$ cat src/rtl/hex_bus_display.sv
// Seven-segment bus monitor: snapshots addr/data on a capture strobe and pages the
// selected bus across the hex digits, with a bus tag on the top two digits.
module hex_bus_display #(
    parameter int DATA_W      = 32,
    parameter int NUM_DIGITS  = 6,
    parameter int PAGE_TICKS  = 50_000_000,
    parameter int FLASH_TICKS = 5_000_000,
    parameter bit ACTIVE_LOW  = 1'b1,
    localparam int ND    = NUM_DIGITS - 2,
    localparam int PAGES = DATA_W / (4 * ND),
    localparam int PW    = (PAGES > 1) ? $clog2(PAGES) : 1
) (
    input  logic                    clk,
    input  logic                    reset,
    input  logic [DATA_W-1:0]       addr,
    input  logic [DATA_W-1:0]       data,
    input  logic                    capture,
    input  logic                    freeze,
    input  logic                    sel_data,
    input  logic                    auto_page,
    input  logic                    page_btn,
    output logic [NUM_DIGITS*8-1:0] hex,
    output logic [PW-1:0]           page,
    output logic                    flash
);

    localparam int TW = $clog2(PAGE_TICKS);
    localparam int FW = $clog2(FLASH_TICKS + 1);
    localparam logic [TW-1:0] TIMER_TC   = TW'(PAGE_TICKS - 1);
    localparam logic [FW-1:0] FLASH_LOAD = FW'(FLASH_TICKS);
    localparam logic [PW-1:0] LAST_PAGE  = PW'(PAGES - 1);
    localparam logic [6:0]    SEG_A      = 7'h77;
    localparam logic [6:0]    SEG_D      = 7'h5E;

    logic [DATA_W-1:0]       addr_snap;
    logic [DATA_W-1:0]       data_snap;
    logic [TW-1:0]           timer;
    logic [FW-1:0]           flash_cnt;
    logic [1:0]              btn_sync;
    logic                    btn_prev;
    logic                    btn_rise;
    logic                    at_tc;
    logic                    advance;
    logic [PW-1:0]           page_next;
    logic [DATA_W-1:0]       src;
    logic [NUM_DIGITS*8-1:0] hex_d;

    function automatic logic [6:0] seg7(input logic [3:0] nib);
        case (nib)
            4'h0: seg7 = 7'h3F;
            4'h1: seg7 = 7'h06;
            4'h2: seg7 = 7'h5B;
            4'h3: seg7 = 7'h4F;
            4'h4: seg7 = 7'h66;
            4'h5: seg7 = 7'h6D;
            4'h6: seg7 = 7'h7D;
            4'h7: seg7 = 7'h07;
            4'h8: seg7 = 7'h7F;
            4'h9: seg7 = 7'h6F;
            4'hA: seg7 = 7'h77;
            4'hB: seg7 = 7'h7C;
            4'hC: seg7 = 7'h39;
            4'hD: seg7 = 7'h5E;
            4'hE: seg7 = 7'h79;
            default: seg7 = 7'h71;
        endcase
    endfunction

    assign btn_rise  = btn_sync[1] & ~btn_prev;
    assign at_tc     = auto_page && (timer == TIMER_TC);
    assign advance   = btn_rise || at_tc;
    assign page_next = (page == LAST_PAGE) ? '0 : page + PW'(1);
    assign flash     = (flash_cnt != '0);

    // Display image is built from the state before the edge, so hex lags state by one cycle.
    always_comb begin
        src   = sel_data ? data_snap : addr_snap;
        hex_d = '0;
        for (int j = 0; j < ND; j++) begin
            hex_d[8*j +: 7] = seg7(4'(src >> (int'(page) * 4 * ND + 4 * j)));
        end
        hex_d[7]              = (page != '0);
        hex_d[8*ND +: 7]      = sel_data ? SEG_A : SEG_D;
        hex_d[8*(ND+1) +: 7]  = sel_data ? SEG_D : SEG_A;
        hex_d[8*(ND+1) + 7]   = flash;
        hex_d                 = hex_d ^ {(NUM_DIGITS*8){ACTIVE_LOW}};
    end

    always_ff @(posedge clk or posedge reset) begin
        if (reset) begin
            addr_snap <= '0;
            data_snap <= '0;
            page      <= '0;
            timer     <= '0;
            flash_cnt <= '0;
            btn_sync  <= '0;
            btn_prev  <= 1'b0;
            hex       <= {(NUM_DIGITS*8){ACTIVE_LOW}};
        end else begin
            btn_sync <= {btn_sync[0], page_btn};
            btn_prev <= btn_sync[1];

            if (capture && !freeze) begin
                addr_snap <= addr;
                data_snap <= data;
                flash_cnt <= FLASH_LOAD;
            end else if (flash_cnt != '0) begin
                flash_cnt <= flash_cnt - FW'(1);
            end

            if (advance) begin
                page <= page_next;
            end

            // A button edge wins over the timer and restarts the auto-page period.
            if (btn_rise || !auto_page || at_tc) begin
                timer <= '0;
            end else begin
                timer <= timer + TW'(1);
            end

            hex <= hex_d;
        end
    end

endmodule
$ cat config.mk
export PLATFORM = sky130hd
export DESIGN_NAME = hex_bus_display
export DESIGN_NICKNAME = d
export VERILOG_FILES = /design/src/rtl/hex_bus_display.sv
export SDC_FILE = /design/constraint.sdc
export NUM_CORES = 1
export LEC_CHECK = 0
export CAP_MARGIN = 20
export CORE_MARGIN = 2
export CORE_UTILIZATION = 54
export CTS_CLUSTER_DIAMETER = 40
export CTS_CLUSTER_SIZE = 24
export DETAILED_ROUTE_END_ITERATION = 8
export HOLD_SLACK_MARGIN = 0.05
export PLACE_DENSITY_LB_ADDON = 0.1
export SYNTH_ARGS = -nofsm -noshare
export SYNTH_HDL_FRONTEND = slang
export SYNTH_SLANG_ARGS = --single-unit
export TNS_END_PERCENT = 100
$ cat constraint.sdc
create_clock -name clk -period 6.8 [get_ports clk]
set_clock_uncertainty 0.05 [all_clocks]
set_input_delay 1.02 -clock clk [delete_from_list [all_inputs] [get_ports clk]]
set_output_delay 1.02 -clock clk [all_outputs]
set_load 0.03 [all_outputs]
# Word-level counts from Yosys, hierarchy flattened
# Memory sizes are Yosys's and may differ from the RTL's.
# Index checks and enable logic that the tools add are counted.
# W data, S select, Z words.
[totals]
reg_bits = 165
rom_bits = 448
in_bits = 71
out_inout_bits = 50
wordCells = 42
mem_count = 4
[classes]
n_addsub = 6
eq_ne = 1
shift = 4
muxes = 7
bitwise_logic = 3
reduce_logical = 9
[memory_table]
columns = ["memory", "words", "width", "rd", "rd_clocked_by_memory_dff", "wr", "line", "text"]
rows = [
  ["(no name shown)", 16, 7, 1, 0, 0, "49", "case (nib)"],
  ["(no name shown)", 16, 7, 1, 0, 0, "49", ""],
  ["(no name shown)", 16, 7, 1, 0, 0, "49", ""],
  ["(no name shown)", 16, 7, 1, 0, 0, "49", ""],
]
[ops]
columns = ["operator", "count"]
rows = [
  ["$shr A32 B6 Y4", 3],
  ["$not A48 Y48", 1],
  ["$mux W23", 2],
  ["$mux W32", 1],
  ["$shr A32 B5 Y4", 1],
  ["$add A26 B1 Y26 const B", 1],
  ["$eq A26 B26 Y1 const B", 1],
  ["$mux W26", 1],
  ["$reduce_bool A23 Y1", 1],
  ["$sub A23 B1 Y23 const B", 1],
  ["$add A5 B4 Y6 const B", 2],
  ["$mux W6", 2],
  ["$add A5 B3 Y6 const B", 1],
  ["$logic_or A1 B1 Y1", 3],
  ["$logic_and A1 B1 Y1", 2],
  ["$logic_not A1 Y1", 2],
  ["$reduce_bool A2 Y1", 1],
  ["$add A1 B1 Y1 const B", 1],
  ["$and A1 B1 Y1", 1],
  ["$mux W1", 1],
  ["$not A1 Y1", 1],
]

# Longest topological paths before layout
[depth]
word_depth = 5
depth_mapped = 9
mapped_depth_nobuf = 8

# Worst setup path before layout
# OpenSTA, ideal clock, no wires.
[synth_path]
path_kind = "input to register"
start = "input port sel_data"
end = "register hex[11]"
arrival_ns = 2.757
required_ns = 6.656
path_slack_ns = 3.900
cell_stages = 7
cell_sequence = "buf_2 > buf_2 > mux4_2 > inv_1 > ha_1 > inv_1 > mux4_2"
[synth_between]
elab_chain_cells = 4
[synth_rtl]
columns = ["item", "line", "text"]
rows = [
  ["from (decl)", "19", "input logic sel_data,"],
  ["$mux W32", "77", "src = sel_data ? data_snap : addr_snap;"],
  ["$shr A32 B6 Y4", "80", "hex_d[8*j +: 7] = seg7(4'(src >> (int'(page) * 4 * ND + 4 * j)));"],
  ["$mem_v2 Z16 W7", "-", ""],
  ["$not A48 Y48 (no source line)", "-", ""],
  ["named net hex_d[11]", "46", "logic [NUM_DIGITS*8-1:0] hex_d;"],
  ["to (signal assigned)", "98", "hex <= {(NUM_DIGITS*8){ACTIVE_LOW}};"],
  ["to (decl)", "22", "output logic [NUM_DIGITS*8-1:0] hex,"],
]
# The timed path passes the listed nets, and every way through them passes these cells.
# A chain may end at the register's enable or synchronous reset.

# Final worst setup path
[layout_path]
start = "register flash_cnt[14]"
end = "output port flash"
[layout_between]
elab_chain_cells = 1
[layout_rtl]
columns = ["item", "line", "text"]
rows = [
  ["from (decl)", "38", "logic [FW-1:0] flash_cnt;"],
  ["from (signal assigned)", "108", "flash_cnt <= flash_cnt - FW'(1);"],
  ["$reduce_bool A23 Y1", "73", "assign flash = (flash_cnt != '0);"],
  ["to (decl)", "24", "output logic flash"],
]
# Every way passes these cells.

==> flow_summary.toml <==
[clocking]
clockBufferDepth = 2
tritoncts_num_sinks = 150
htreeDepth = 4
cts-root-buf = "clkbuf_16"
cts_resized = 0
postCtsSetupRepairBufs = 0
cts_tree = "done"
hold_buffers = 0
clkSlewWorstSetupHoldPaths_ns = 0.06
clock_latency_ns = 0.42
cts_buffers = 17

[placed_design]
gp_congestion = 0.885
dp.cells = 989
post-place-ws_ns = 2.86
hpwl_um = 10700
port_buffers = 116

[logic_synthesis]
synth_top_cell_area_share = 0.399
syn_inst = 737
synthTopCellsByCount = "nand2_1, dfrtp_1, nor2_1"
synth_fa_ha_area_frac = 0.0375
synth-xor-area-share = 0.0405
synth_area_leaders = "dfrtp_1, dfstp_2, nand2_1"
ys.flop_type = "dfrtp_1"
synth_cell_types = 63
seq_area_frac_synth = 0.517
syn_area_um2 = 7350
avgSynthCellArea_um2 = 9.97
ys_ff_latch = 150
synth.most_common_cell = "nand2_1"
ys_warn_count = 0
async_flop_share = 1.00
synthMuxAreaShare = 0.0668
synthSimpleGateAreaFrac = 0.232
synth-edff-count = 0
synth_compound_area_frac = 0.0572
synth_top_family_by_area = "simple AND/OR/NAND/NOR gates"
yosysTopAreaCell = "dfrtp_1"

[global_routing]
antenna_found_initial = 0
grt_pass1_vias = 5582
grt_max_degree = 96
grt_usage = 0.235
grt_pass1_wl_um = 26900
grt-ovfl-total = 0

[worst_hold_path]
hold_depth = 0
worstHoldStart = "btn_sync[0]"
hp-class = "reg2reg"
min_to = "btn_sync[1]"

[critical_path]
worstPathMaxFanout = 7
start_kind = "register"
required_ns = 5.73
r2r_cells = 6
r2r_end = "timer[2]"
critPathKind = "reg2out"
r2r_setup_slack_ns = 4.08
rr_startpoint = "timer[0]"
crit_path_end_kind = "output port"
cp_data_arrival_time_ns = 2.78

[floorplan]
row_count = 42
dieArea_um2 = 14600
start_util = 0.555
core_area_um2 = 13200
pin_count = 121
fp.dieW_um = 121
die_h_um = 121

[route]
wl_per_cell_um = 15.9
drt-pass1-iter-count = 7
drc = 0
routed_wl_um = 16200
ant_nets = 0
via_per_inst = 5.49
vias = 5607
drt_iter0_drc = 535

[cells_and_area]
fillers = 1001
area_growth_pct = 24.6
layout.nets = 926
drive_gt1_frac = 0.131
antennaDiodeCount = 0
fin_cells = 1022
post-route-util = 0.691

[sta]
rsz0062_at_grt = "false"
final.setup.tns_ns = 0
period_share = 0.566
holdWs_ns = 0.296
maxSlewViolCount = 0
max_slew_margin = 0.346
tightest_slew_ns = 0.981
setup-violations-final = 0
setup_slack_ns = 2.95
fmax_mhz = 260
hold_violations = 0
min_period_ns = 3.85

[power]
clock_power_share = 0.297
p_comb_frac = 0.325
leakage_nw = 4.04
p_switching_mw = 1.04
p_per_area_nw_per_um2 = 348
pwr-share-seq = 0.378
power.internal_mw = 2.15
p_sw_frac = 0.326
peakVddDrop_mv = 0.193

[flow_run]
maxCapViolCount = 0

[outcome]
status = "completed"
## per-stage QoR
step	area, µm²	total power, mW
2_1_floorplan	7360	1.92
5_1_grt	9160	3.35
6_report	9160	3.19
3_5_place_dp	8520	2.24
3_3_place_gp	8520	2.19
4_1_cts	9130	3.20
## state kept, by name, indices dropped and copies added (netlist names)
register	cells
flash_cnt	23
btn_sync	2
btn_prev	1
page	1
data_snap	32
timer	26
addr_snap	32
hex	33
## placed cells by master, fill, tap and decap left out, drive strengths merged, types with 3 or more instances in the layout
cell type / n
or4: 8
o21a: 3
inv: 26
xnor2: 10
or3: 9
o31a: 3
buf: 4
dfrtp: 117
nand4: 13
nand2: 220
mux4: 19
nor2: 50
nand2b: 4
clkdlybuf4s50: 116
xor2: 24
a21oi: 16
o31ai: 4
nand3: 20
conb: 5
clkinv: 4
nor4: 6
ha: 22
nor3: 11
and4: 5
nor3b: 3
o21ai: 13
a32o: 3
or2: 4
o22ai: 10
clkbuf: 24
and2: 5
nor4b: 3
mux2i: 4
nor2b: 6
dfstp: 33
## worst max-delay path: stages, from the launching register on
cell	delay, ns
dfrtp_1	0.40
or3_1	0.50
or4_4	0.61
nor2_4	0.19
inv_2	0.07
clkdlybuf4s50_1	0.59
## layout make-up
class	instances	area [µm²]	area share
Tap cell	176	220	0.0241
Clock inverter	8	95.1	0.0104
Multi-Input combinational cell	518	3220	0.352
Timing Repair Buffer	120	1210	0.132
Sequential cell	150	3790	0.415
Clock buffer	24	512	0.0559
Inverter	26	103	0.0112
## worst max-delay path by stage
stage | end | startpoint
floorplan | addr_snap[0] | reset
global placement | hex[11] | sel_data
detailed placement | hex[11] | sel_data
CTS | flash | flash_cnt[14]
global route | flash | flash_cnt[7]
finish | flash | flash_cnt[14]
## power groups by stage
stage | Clock [mW] | Combinational (mW) | Sequential [mW]
2_1_floorplan | 0 | 0.560 | 1.36
3_3_place_gp | 0 | 0.974 | 1.22
3_5_place_dp | 0 | 1.02 | 1.22
4_1_cts | 0.960 | 1.03 | 1.21
5_1_grt | 1.00 | 1.12 | 1.23
6_report | 0.947 | 1.04 | 1.21
## logic make-up after synthesis
group | after synthesis
buffers and inverters | 72
muxes | 25
adders and majority gates | 22
and+or+nand+nor | 369
xor gates and xnor gates | 34
AOI/OAI and AO/OA | 63
other | 2
DFF | 150
## routing by layer
metal,vias up,wire (µm),part of all wire,track usage
met1,2736,6990,0.43,0.307
met2,198,8080,0.50,0.385
met3,30,821,0.051,0.0552
met4,0,330,0.020,0.0865
met5,-,0,0,0
li1,2643,-,-,-
No activity file was read; power rests on OpenSTA's default activity.
